<file path="config.mk">
export PLATFORM = sky130hd
export DESIGN_NAME = lsu_mem_initiator
export DESIGN_NICKNAME = d
export VERILOG_FILES = /design/src/rtl/lsu_mem_initiator.sv
export SDC_FILE = /design/constraint.sdc
export NUM_CORES = 1
export LEC_CHECK = 0
export CAP_MARGIN = 25
export CORE_AREA = 2 2 156 158
export DETAILED_ROUTE_END_ITERATION = 8
export DIE_AREA = 0 0 158 160
export DONT_BUFFER_PORTS = 1
export SETUP_SLACK_MARGIN = 0.2
export SLEW_MARGIN = 10
export SYNTH_ARGS = -nofsm -noshare
export SYNTH_HDL_FRONTEND = slang
export SYNTH_SLANG_ARGS = --single-unit
</file>
<file path="constraint.sdc">
create_clock -name clk -period 5.7 [get_ports clk]
set_input_delay 0.855 -clock clk [delete_from_list [all_inputs] [get_ports clk]]
set_output_delay 0.855 -clock clk [all_outputs]
set_load 0.05 [all_outputs]
</file>
<file path="src/rtl/lsu_mem_initiator.sv">
// MEM-stage load/store initiator: sequences single-access enable pulses to the
// byte-addressed data memory, checks alignment/range, and extends load data.
module lsu_mem_initiator #(
    parameter int unsigned MEM_BYTES = 4096,
    parameter int unsigned XLEN      = 64
) (
    input  logic            clk,
    input  logic            rst,
    input  logic            req_valid,
    output logic            req_ready,
    input  logic            req_is_store,
    input  logic [2:0]      req_funct3,
    input  logic [XLEN-1:0] req_addr,
    input  logic [XLEN-1:0] req_wdata,
    output logic            resp_valid,
    input  logic            resp_ready,
    output logic [XLEN-1:0] resp_rdata,
    output logic            resp_misaligned,
    output logic            resp_fault,
    output logic [XLEN-1:0] mem_addr,
    output logic [XLEN-1:0] mem_data_input,
    output logic            mem_write_en,
    output logic            mem_read_en,
    output logic [2:0]      load_format,
    output logic [1:0]      store_format,
    input  logic [XLEN-1:0] mem_data_output
);

    typedef enum logic [1:0] {IDLE, SETUP, ACCESS, DONE} state_t;

    state_t      state;
    logic        r_is_store;
    logic [2:0]  r_funct3;

    logic [3:0]  size_bytes;
    logic [2:0]  align_mask;
    logic [XLEN:0] end_addr;
    logic        chk_illegal;
    logic        chk_misaligned;
    logic        chk_range;

    // mem_addr doubles as the registered request address.
    always_comb begin
        size_bytes = 4'd1;
        align_mask = 3'b000;
        case (r_funct3[1:0])
            2'b00: begin size_bytes = 4'd1; align_mask = 3'b000; end
            2'b01: begin size_bytes = 4'd2; align_mask = 3'b001; end
            2'b10: begin size_bytes = 4'd4; align_mask = 3'b011; end
            default: begin size_bytes = 4'd8; align_mask = 3'b111; end
        endcase
        end_addr       = {1'b0, mem_addr} + (XLEN+1)'(size_bytes);
        chk_illegal    = r_is_store ? r_funct3[2] : (r_funct3 == 3'b111);
        chk_misaligned = (mem_addr[2:0] & align_mask) != 3'b000;
        chk_range      = end_addr > (XLEN+1)'(MEM_BYTES);
    end

    function automatic logic [XLEN-1:0] extend(input logic [2:0] f3, input logic [XLEN-1:0] d);
        case (f3)
            3'b000:  extend = {{(XLEN-8){d[7]}}, d[7:0]};
            3'b001:  extend = {{(XLEN-16){d[15]}}, d[15:0]};
            3'b010:  extend = {{(XLEN-32){d[31]}}, d[31:0]};
            3'b100:  extend = {{(XLEN-8){1'b0}}, d[7:0]};
            3'b101:  extend = {{(XLEN-16){1'b0}}, d[15:0]};
            3'b110:  extend = {{(XLEN-32){1'b0}}, d[31:0]};
            default: extend = d;
        endcase
    endfunction

    function automatic logic [2:0] load_fmt(input logic [1:0] sz);
        case (sz)
            2'b00:   load_fmt = 3'b000;
            2'b01:   load_fmt = 3'b001;
            2'b10:   load_fmt = 3'b010;
            default: load_fmt = 3'b101;
        endcase
    endfunction

    always_ff @(posedge clk) begin
        if (rst) begin
            state           <= IDLE;
            r_is_store      <= 1'b0;
            r_funct3        <= '0;
            req_ready       <= 1'b0;
            resp_valid      <= 1'b0;
            resp_rdata      <= '0;
            resp_misaligned <= 1'b0;
            resp_fault      <= 1'b0;
            mem_addr        <= '0;
            mem_data_input  <= '0;
            mem_write_en    <= 1'b0;
            mem_read_en     <= 1'b0;
            load_format     <= '0;
            store_format    <= '0;
        end else begin
            case (state)
                IDLE: begin
                    if (req_valid && req_ready) begin
                        r_is_store     <= req_is_store;
                        r_funct3       <= req_funct3;
                        mem_addr       <= req_addr;
                        mem_data_input <= req_wdata;
                        load_format    <= load_fmt(req_funct3[1:0]);
                        store_format   <= req_funct3[1:0];
                        req_ready      <= 1'b0;
                        state          <= SETUP;
                    end else begin
                        req_ready <= 1'b1;
                    end
                end
                SETUP: begin
                    if (chk_illegal || chk_misaligned || chk_range) begin
                        resp_valid      <= 1'b1;
                        resp_rdata      <= '0;
                        resp_fault      <= chk_illegal || (!chk_misaligned && chk_range);
                        resp_misaligned <= !chk_illegal && chk_misaligned;
                        state           <= DONE;
                    end else begin
                        mem_write_en <= r_is_store;
                        mem_read_en  <= !r_is_store;
                        state        <= ACCESS;
                    end
                end
                ACCESS: begin
                    mem_write_en    <= 1'b0;
                    mem_read_en     <= 1'b0;
                    resp_rdata      <= r_is_store ? '0 : extend(r_funct3, mem_data_output);
                    resp_misaligned <= 1'b0;
                    resp_fault      <= 1'b0;
                    resp_valid      <= 1'b1;
                    state           <= DONE;
                end
                default: begin
                    if (resp_ready) begin
                        resp_valid <= 1'b0;
                        req_ready  <= 1'b1;
                        state      <= IDLE;
                    end
                end
            endcase
        end
    end

endmodule
</file>
Word-level counts from Yosys, hierarchy flattened --
Cells that the tools add are included.
Word-level totals: register bits after elaboration 209, bits of input ports 200
Operators by class: add/sub/neg operators 1, magnitude comparators 1, equality and inequality tests 15, muxes and demuxes 26, bitwise operators 3, reduce and logical (&&, ||, !) cells 25
Operators by type and width (count):
- $pmux W64 S6 | 1
- $mux W64 | 2
- $pmux W64 S2 | 1
- $add A64 B4 Y65 | 1
- $gt A65 B13 Y1 const B | 1
- $pmux W3 S3 | 2
- $eq A3 B3 Y1 const B | 4
- $pmux W4 S3 | 1
- $mux W1 | 10
- $pmux W1 S2 | 5
- $reduce_and A2 Y1 | 5
- $eq A2 B1 Y1 const B | 3
- $eq A2 B2 Y1 const B | 3
- $logic_not A2 Y1 | 3
- $ne A2 B2 Y1 const B | 3
- $pmux W2 S3 | 1
- $reduce_bool A3 Y1 | 2
- $mux W2 | 2
- $reduce_bool A2 Y1 | 2
- $reduce_bool A4 Y1 | 1
- $and A3 B3 Y3 | 1
- $eq A3 B1 Y1 const B | 1
- $eq A3 B2 Y1 const B | 1
- $logic_and A1 B1 Y1 | 3
- other kinds (7) | 12

Logic depth before layout (Yosys ltp) --
Gate-level depths: netlist of the first run.
word-level depth 9, depth in mapped cells 19, gate-level depth less buffers 14

Least setup slack after synthesis of the first run --
OpenSTA, ideal clock, no wires.
path type reg-to-reg, start reg store_format[0] (netlist name), end reg resp_rdata[23], arrival time 4.447 ns, required time 5.572 ns, setup slack 1.125 ns, stages on the path, launching flop included 20, buffers on the path 5, period minus slack after synthesis 4.575 ns, cells stage by stage dfxtp_1 clkbuf_1 or2_2 clkbuf_1 inv_1 ha_1 fa_1 a211oi_1 nor3_2 nor4b_4 a211o_1 o2bb2ai_1 a2111o_1 or4_4 o41a_1 buf_2 buf_6 buf_6 nand2_1 o21ai_1
RTL lines:
- end signal, assigned | RTL line 127 | resp_rdata <= r_is_store ? '0 : extend(r_funct3, mem_data_output);
- end, declared | RTL line 17 | output logic [XLEN-1:0] resp_rdata,

Worst setup path in the final report of the first run --
start reg r_funct3[1], end reg resp_rdata[33]
Between the ends: word-level cells in the longest chain between the ends 8, elaborated cells on any way between the ends 24
RTL lines:
- start, declared | RTL line 33 | logic [2:0] r_funct3;
- start signal, assigned | RTL line 100 | r_funct3 <= req_funct3;
- parallel branches: the longest is 8 deep, another holds $add A64 B4 Y65
Parallel ways; which one is timed is not known. A chain may end at the register's enable or synchronous reset.

==> flow_metrics.env, run 1 <==
export IMPL_max_clock_freq_ghz=0.210
export IMPL_io_pin_count=403
export IMPL_clock_latency_ns=0.52
export IMPL_overflow=0
export IMPL_syn_nets=1484
export IMPL_hold_path_class="input port to flip-flop"
export IMPL_power_leakage_nw=3.52
export IMPL_synth_seq_cells=207
export IMPL_ys_warn_count=0
export IMPL_rows=57
export IMPL_synth_simple_area_share_pct=29.5
export IMPL_avgViaCountPerCell=5.62
export IMPL_cts_buffers=23
export IMPL_multi_input_area_mm2=0.00519
export IMPL_hold_ws_ns=0.462
export IMPL_critPathRequiredTime_ns=6.09
export IMPL_initial_utilization_pct=41.0
export IMPL_clockBufferDepth=3
export IMPL_h_tree_depth=1
export IMPL_setup_ws_ns=0.927
export IMPL_drive_gt1_share_pct=6.24
export IMPL_period_needed_ns=4.77
export IMPL_synth_mux_area_share_pct=0.616
export IMPL_synthXorXnorAreaFrac_pct=2.69
export IMPL_vias=8754
export IMPL_endpoint_kind="flip-flop"
export IMPL_netlist_area_mm2=0.00976
export IMPL_worst_pin_slew_ns=0.949
export IMPL_antenna_cells=0
export IMPL_layout_area_seq_mm2=0.00415
export IMPL_syn_mean_instance_area_um2=7.65
export IMPL_track_usage_pct=21.7
export IMPL_crit_fanout=130
export IMPL_r2r_slack_ns=0.93
export IMPL_ys_flop_type="dfxtp_1"
export IMPL_cts_sinks=207
export IMPL_fin_tns_setup_ns=0
export IMPL_dpl_cell_area_mm2=0.00992
export IMPL_ant_nets=0
export IMPL_dr_pass1_iters=5
export IMPL_synthAdderAreaFrac_pct=1.23
export IMPL_clkTransAtPathRegs_ns=0.06
export IMPL_finalInstanceArea_mm2=0.0106
export IMPL_avgRoutedWirePerCell_um=19.0
export IMPL_maxCapViolCount=0
export IMPL_drc=0
export IMPL_die_y_um=160
export IMPL_hold_viol_final=0
export IMPL_drv_slew=0
export IMPL_dp_hpwl_mm=20.7
export IMPL_grt_max_degree=214
export IMPL_worst_path_largest_cell_delay_ns=0.55
export IMPL_syn2layout_area_growth_pct=8.85
export IMPL_drtIter0Drc=785
export IMPL_grt_pass1_wl_mm=44.2
export IMPL_synth_top_family_by_area="simple AND/OR/NAND/NOR gates"
export IMPL_ys_types=71
export IMPL_postSynthCellCount=1275
export IMPL_gp_congestion=0.897
export IMPL_synth_compound_area_share_pct=19.0
export IMPL_total_power_mw=4.81
export IMPL_cts_setup_buffers=0
export IMPL_die_width_um=158
export IMPL_min_period_over_period_pct=83.7
export IMPL_hold_buffers=0
export IMPL_crit_type="flip-flop to flip-flop"
export IMPL_crit_arrival_ns=5.16
export IMPL_cpMaxStageDelayCell="or4_1"
export IMPL_rsz0062_at_grt="no"
export IMPL_setup_viol=0
export IMPL_io_buffers=0
export IMPL_post_cts_resized=0
export IMPL_relSlewSlack_pct=36.7
export IMPL_seq_area_frac_synth_pct=42.5
export IMPL_antenna_found_initial=0
export IMPL_synth_edf_count=0
export IMPL_power_density_mw_per_mm2=453
export IMPL_async_flop_share_pct=0
export IMPL_ir_drop_v=0.000264
export IMPL_place_ws_ns=0.956
export IMPL_die_area_mm2=0.0253
export IMPL_fillerInstances=2452
export IMPL_path_cells="or2_2 > inv_1 > ha_1 > fa_1 > a211oi_1 > or3_1 > or4_1 > xor2_1 > o2111ai_1 > a2111o_1 > or4_4 > o41a_2 > buf_12 > o211ai_1 > o21ai_1"
export IMPL_core_area_mm2=0.0238
export IMPL_wl_mm=29.5
export IMPL_finClkSkew_ns=0.0155
export IMPL_start_kind="flip-flop"
export IMPL_cts_root_buf="clkbuf_16"
export IMPL_finish_net_count=1428
export IMPL_tritoncts="built"
export IMPL_grt_pass1_vias=7981
export IMPL_status="finished clean"
==> power by group <==
| part | switching (mW) | total [mW] | leakage [nW] | internal (mW) |
|---|---|---|---|---|
| clock network | 0.600 | 1.40 | 0.346 | 0.801 |
| logic | 0.667 | 0.987 | 1.50 | 0.319 |
| registers | 0.798 | 2.42 | 1.68 | 1.62 |
==> cells by family (layout without fill, tap and decap cells) <==
kind of cell,after synthesis,after routing
AO/OA/AOI/OAI,323,323
multiplexers,6,6
buffers and inverters,108,66
AND/OR/NAND/NOR,592,592
adder cells (fa/ha/maj),9,9
XOR/XNOR,30,30
flip-flops,207,207
==> routing by layer <==
metal | wire [um] | vias to the layer above | track usage [%]
met5 | 0 | - | 0
met4 | 498 | 0 | 4.63
met1 | 12100 | 4049 | 27.7
met3 | 3180 | 38 | 7.06
met2 | 13700 | 375 | 35.8
li1 | - | 4292 | -
==> area by class of cell <==
class	instances	area share, %
Sequential cell	207	39.0
Clock buffer	34	6.19
Multi-Input combinational cell	960	48.9
Clock inverter	5	0.448
Inverter	11	0.389
Timing Repair Buffer	16	1.25
Tap cell	324	3.82
==> worst max-delay path: cells and delay by family (launching register included) <==
kind                     cells  cell delay [ns]
buffers and inverters        2             0.33
AO/OA/AOI/OAI                6             1.38
flip-flops                   1             0.31
AND/OR/NAND/NOR              4             1.89
XOR/XNOR                     1             0.22
adder cells (fa/ha/maj)      2             0.42
==> final timing paths <==
check                            from                         endpoint  cells past startpoint
max          r_funct3[1]$_SDFFE_PP0P_      resp_rdata[33]$_SDFFE_PP0P_                     15
min                     req_wdata[30]  mem_data_input[30]$_SDFFE_PP0P_                      2
max reg2reg  r_funct3[1]$_SDFFE_PP0P_      resp_rdata[33]$_SDFFE_PP0P_                     15
min reg2reg   r_is_store$_SDFFE_PP0P_          r_is_store$_SDFFE_PP0P_                      2
==> cell usage after synthesis, types with 4 or more instances <==
| cell type | count | area (um2) |
|---|---|---|
| nand3b_1 | 4 | 30.0 |
| a21o_1 | 10 | 75.1 |
| o21ai_1 | 59 | 295 |
| or3_1 | 8 | 50.1 |
| o211ai_1 | 33 | 248 |
| nand4_1 | 31 | 194 |
| nand3_1 | 32 | 160 |
| xor2_1 | 13 | 114 |
| nand2b_1 | 60 | 375 |
| nor3b_2 | 8 | 100 |
| mux2i_1 | 6 | 60.1 |
| inv_1 | 11 | 41.3 |
| xnor2_1 | 17 | 149 |
| and4_1 | 4 | 35.0 |
| ha_1 | 8 | 100 |
| buf_1 | 8 | 30.0 |
| buf_2 | 10 | 50.1 |
| a211oi_1 | 4 | 30.0 |
| clkbuf_1 | 74 | 278 |
| nor3_1 | 24 | 120 |
| a31oi_1 | 4 | 25.0 |
| and3_1 | 12 | 75.1 |
| dfxtp_1 | 207 | 4140 |
| nor2_1 | 41 | 154 |
| nor4_1 | 14 | 87.6 |
| o21ai_0 | 11 | 55.1 |
| a21oi_1 | 171 | 856 |
| nand2_1 | 323 | 1210 |
==> per-stage QoR <==
stage | std cells | utilization [%]
after floorplan | 1275 | -
after global placement | 1518 | 41.6
after detailed placement | 1518 | 41.6
after CTS | 1557 | 44.6
after global routing | 1557 | 44.6
final | 1557 | 44.6
==> layout by cell type (no fill, tap or decap), types with 4 or more instances in the layout <==
cell type  instances
a211oi_1           4
a21o_1            10
a21oi_1          170
a31oi_1            4
and3_1            11
and4_1             4
buf_4             15
clkbuf_1           7
clkbuf_16         23
clkbuf_8           4
dfxtp_1          206
ha_1               8
inv_1             11
mux2i_1            6
nand2_1          323
nand2b_1          60
nand3_1           31
nand3b_1           4
nand4_1           31
nor2_1            41
nor3_1            24
nor3b_2            8
nor4_1            14
o211ai_1          33
o21ai_0           11
o21ai_1           59
or3_1              8
xnor2_1           17
xor2_1            13
==> registers in the layout, summed over array words and instances (netlist names) <==
register and cells:
resp_rdata 64, resp_fault 1, load_format 3, resp_misaligned 1
resp_valid 1, r_is_store 1, req_ready 1, mem_write_en 1
mem_addr 64, store_format 1, state 2, mem_read_en 1
mem_data_input 64, r_funct3 2
No activity file was read; power rests on OpenSTA's default activity.
==> run 2, diff against run 1 <==
clock period = 4 ns   (was 5.7 ns; I/O delays follow)
==> flow_metrics.env, run 2 (synthesis results as in run 1) <==
export IMPL_crit_fanout=38
export IMPL_gp_congestion=0.901
export IMPL_drtIter0Drc=684
export IMPL_max_clock_freq_ghz=0.250
export IMPL_path_delay_family="simple AND/OR/NAND/NOR gates"
export IMPL_clock_latency_ns=0.50
export IMPL_reg2reg_depth=15
export IMPL_path_cells="or2_4 > inv_4 > ha_4 > fa_2 > a211oi_4 > or3_4 > or4_4 > xor2_2 > o2111ai_1 > a2111o_1 > or4_4 > o41a_4 > buf_16 > o211ai_1 > o21ai_1"
export IMPL_track_usage_pct=23.4
export IMPL_die_area_mm2=0.0253
export IMPL_cts_buffers=23
export IMPL_fillerInstances=2380
export IMPL_fin_tns_setup_ns=0
export IMPL_overflow=0
export IMPL_avgViaCountPerCell=5.59
export IMPL_min_delay_start="req_wdata[48]"
export IMPL_relSlewSlack_pct=38.3
export IMPL_setup_ws_ns=0.00570
export IMPL_finClkSkew_ns=0.00820
export IMPL_min_period_over_period_pct=99.9
export IMPL_dr_pass1_iters=5
export IMPL_antenna_found_initial=0
export IMPL_whs_path_depth=2
export IMPL_crit_top_cell="or4_4"
export IMPL_vias=9237
export IMPL_crit_arrival_ns=4.38
export IMPL_hold_ws_ns=0.225
export IMPL_largestRegisters="mem_addr: 64 flops, mem_data_input: 64 flops, resp_rdata: 64 flops"
export IMPL_cpMaxStageDelayCell="or4_4"
export IMPL_die_width_um=158
export IMPL_rsz0062_at_grt="yes"
export IMPL_cp_buffers_inverters=2
export IMPL_die_y_um=160
export IMPL_dpl_cell_area_mm2=0.0106
export IMPL_rows=57
export IMPL_setup_worst_path_start="r_funct3[1]$_SDFFE_PP0P_"
export IMPL_layout_common_cells="nand2_1 (323), dfxtp_1 (205), a21oi_1 (168), buf_4 (102), nand2b_1 (59)"
export IMPL_drc=0
export IMPL_power_density_mw_per_mm2=635
export IMPL_total_power_mw=7.42
export IMPL_crit_type="flip-flop to flip-flop"
export IMPL_cts_root_buf="clkbuf_16"
export IMPL_initial_utilization_pct=41.0
export IMPL_period_needed_ns=3.99
export IMPL_cts_sinks=207
export IMPL_regToRegEndpoint="resp_rdata[38]$_SDFFE_PP0P_"
export IMPL_grt_pass1_wl_mm=47.6
export IMPL_hold_viol_final=0
export IMPL_mostFrequentLayoutCell="nand2_1"
export IMPL_holdPathEnd="mem_data_input[48]$_SDFFE_PP0P_"
export IMPL_final_cells=1651
export IMPL_status="finished clean"
export IMPL_core_area_mm2=0.0238
export IMPL_clkTransAtPathRegs_ns=0.06
export IMPL_ant_nets=0
export IMPL_r2r_start="r_funct3[1]$_SDFFE_PP0P_"
export IMPL_io_buffers=0
export IMPL_avgRoutedWirePerCell_um=19.2
export IMPL_grt_pass1_vias=8610
export IMPL_antenna_cells=0
export IMPL_dp_cells=1604
export IMPL_ir_drop_v=0.000410
export IMPL_drive_gt1_share_pct=15.7
export IMPL_io_pin_count=403
export IMPL_syn2layout_area_growth_pct=19.7
export IMPL_finish_net_count=1522
export IMPL_worst_pin_slew_ns=0.923
export IMPL_start_kind="flip-flop"
export IMPL_setup_viol=0
export IMPL_grt_max_degree=214
export IMPL_critPathRequiredTime_ns=4.38
export IMPL_maxCapViolCount=0
export IMPL_drv_slew=0
export IMPL_worst_path_largest_cell_delay_ns=0.44
export IMPL_wl_mm=31.7
export IMPL_endpoint_kind="flip-flop"
export IMPL_fin_util_pct=49.0
export IMPL_finalInstanceArea_mm2=0.0117
export IMPL_power_leakage_nw=4.13
export IMPL_tritoncts="built"
export IMPL_hold_path_class="input port to flip-flop"
export IMPL_r2r_slack_ns=0.006
export IMPL_h_tree_depth=1
export IMPL_clockBufferDepth=3
export IMPL_place_ws_ns=-0.248
export IMPL_dp_hpwl_mm=22.6
-- run 2: changes by cell type in the layout (fill, tap and decap cells not counted), sizes merged --
cell      before  now
bufinv         0    2
clkinv         4    1
buf           16  110
clkbuf        34   35
clkinvlp       0    1
inv           12   11
-- run 2: worst max path at each step --
stage | slack, ns | cells after the start | to
after floorplan | -0.13 | 19 | resp_rdata[23]$_SDFFE_PP0P_
after global placement | -0.14 | 15 | resp_rdata[39]$_SDFFE_PP0P_
after detailed placement | -0.25 | 14 | resp_rdata[49]$_SDFFE_PP0P_
after CTS | 0.04 | 15 | resp_rdata[15]$_SDFFE_PP0P_
after global routing | -0.14 | 15 | resp_rdata[34]$_SDFFE_PP0P_
final | 0.006 | 15 | resp_rdata[38]$_SDFFE_PP0P_
-- run 2: what timing repair did --
action,in CTS,in global routing
resized for setup,22,18
hold buffers,0,0
buffers inserted,3,2
endpoints found under the setup margin,70,70
gates cloned,2,0
pin swaps,5,2
-- run 2: layout make-up --
type / instances / area (um2) / area share, %
Timing Repair Buffer: 110 / 925 / 7.92
Inverter: 11 / 43.8 / 0.375
Clock inverter: 4 / 72.6 / 0.621
Sequential cell: 207 / 4150 / 35.5
Clock buffer: 35 / 671 / 5.74
Tap cell: 324 / 405 / 3.47
Multi-Input combinational cell: 960 / 5420 / 46.4
-- run 2: routing by layer --
layer,global-route usage (%),up-vias,wire length (um)
met5,0,-,0
met4,6.84,0,884
met3,7.35,50,3310
met2,38.7,432,14700
met1,29.1,4269,12800
li1,-,4486,-
-- run 2: worst reg2reg max path: stages, from the launching register on --
cell and delay (ns):
dfxtp_2 0.34, or2_4 0.26, inv_4 0.06, ha_4 0.13, fa_2 0.24, a211oi_4 0.10
or3_4 0.42, or4_4 0.44, xor2_2 0.16, o2111ai_1 0.12, a2111o_1 0.29, or4_4 0.44
o41a_4 0.44, buf_16 0.20, o211ai_1 0.15, o21ai_1 0.09
-- run 2: where the power goes --
part           total, mW  internal [mW]  switching (mW)
Combinational       2.27          0.774            1.50
Sequential          3.06           2.32           0.741
Clock               2.09           1.28           0.818
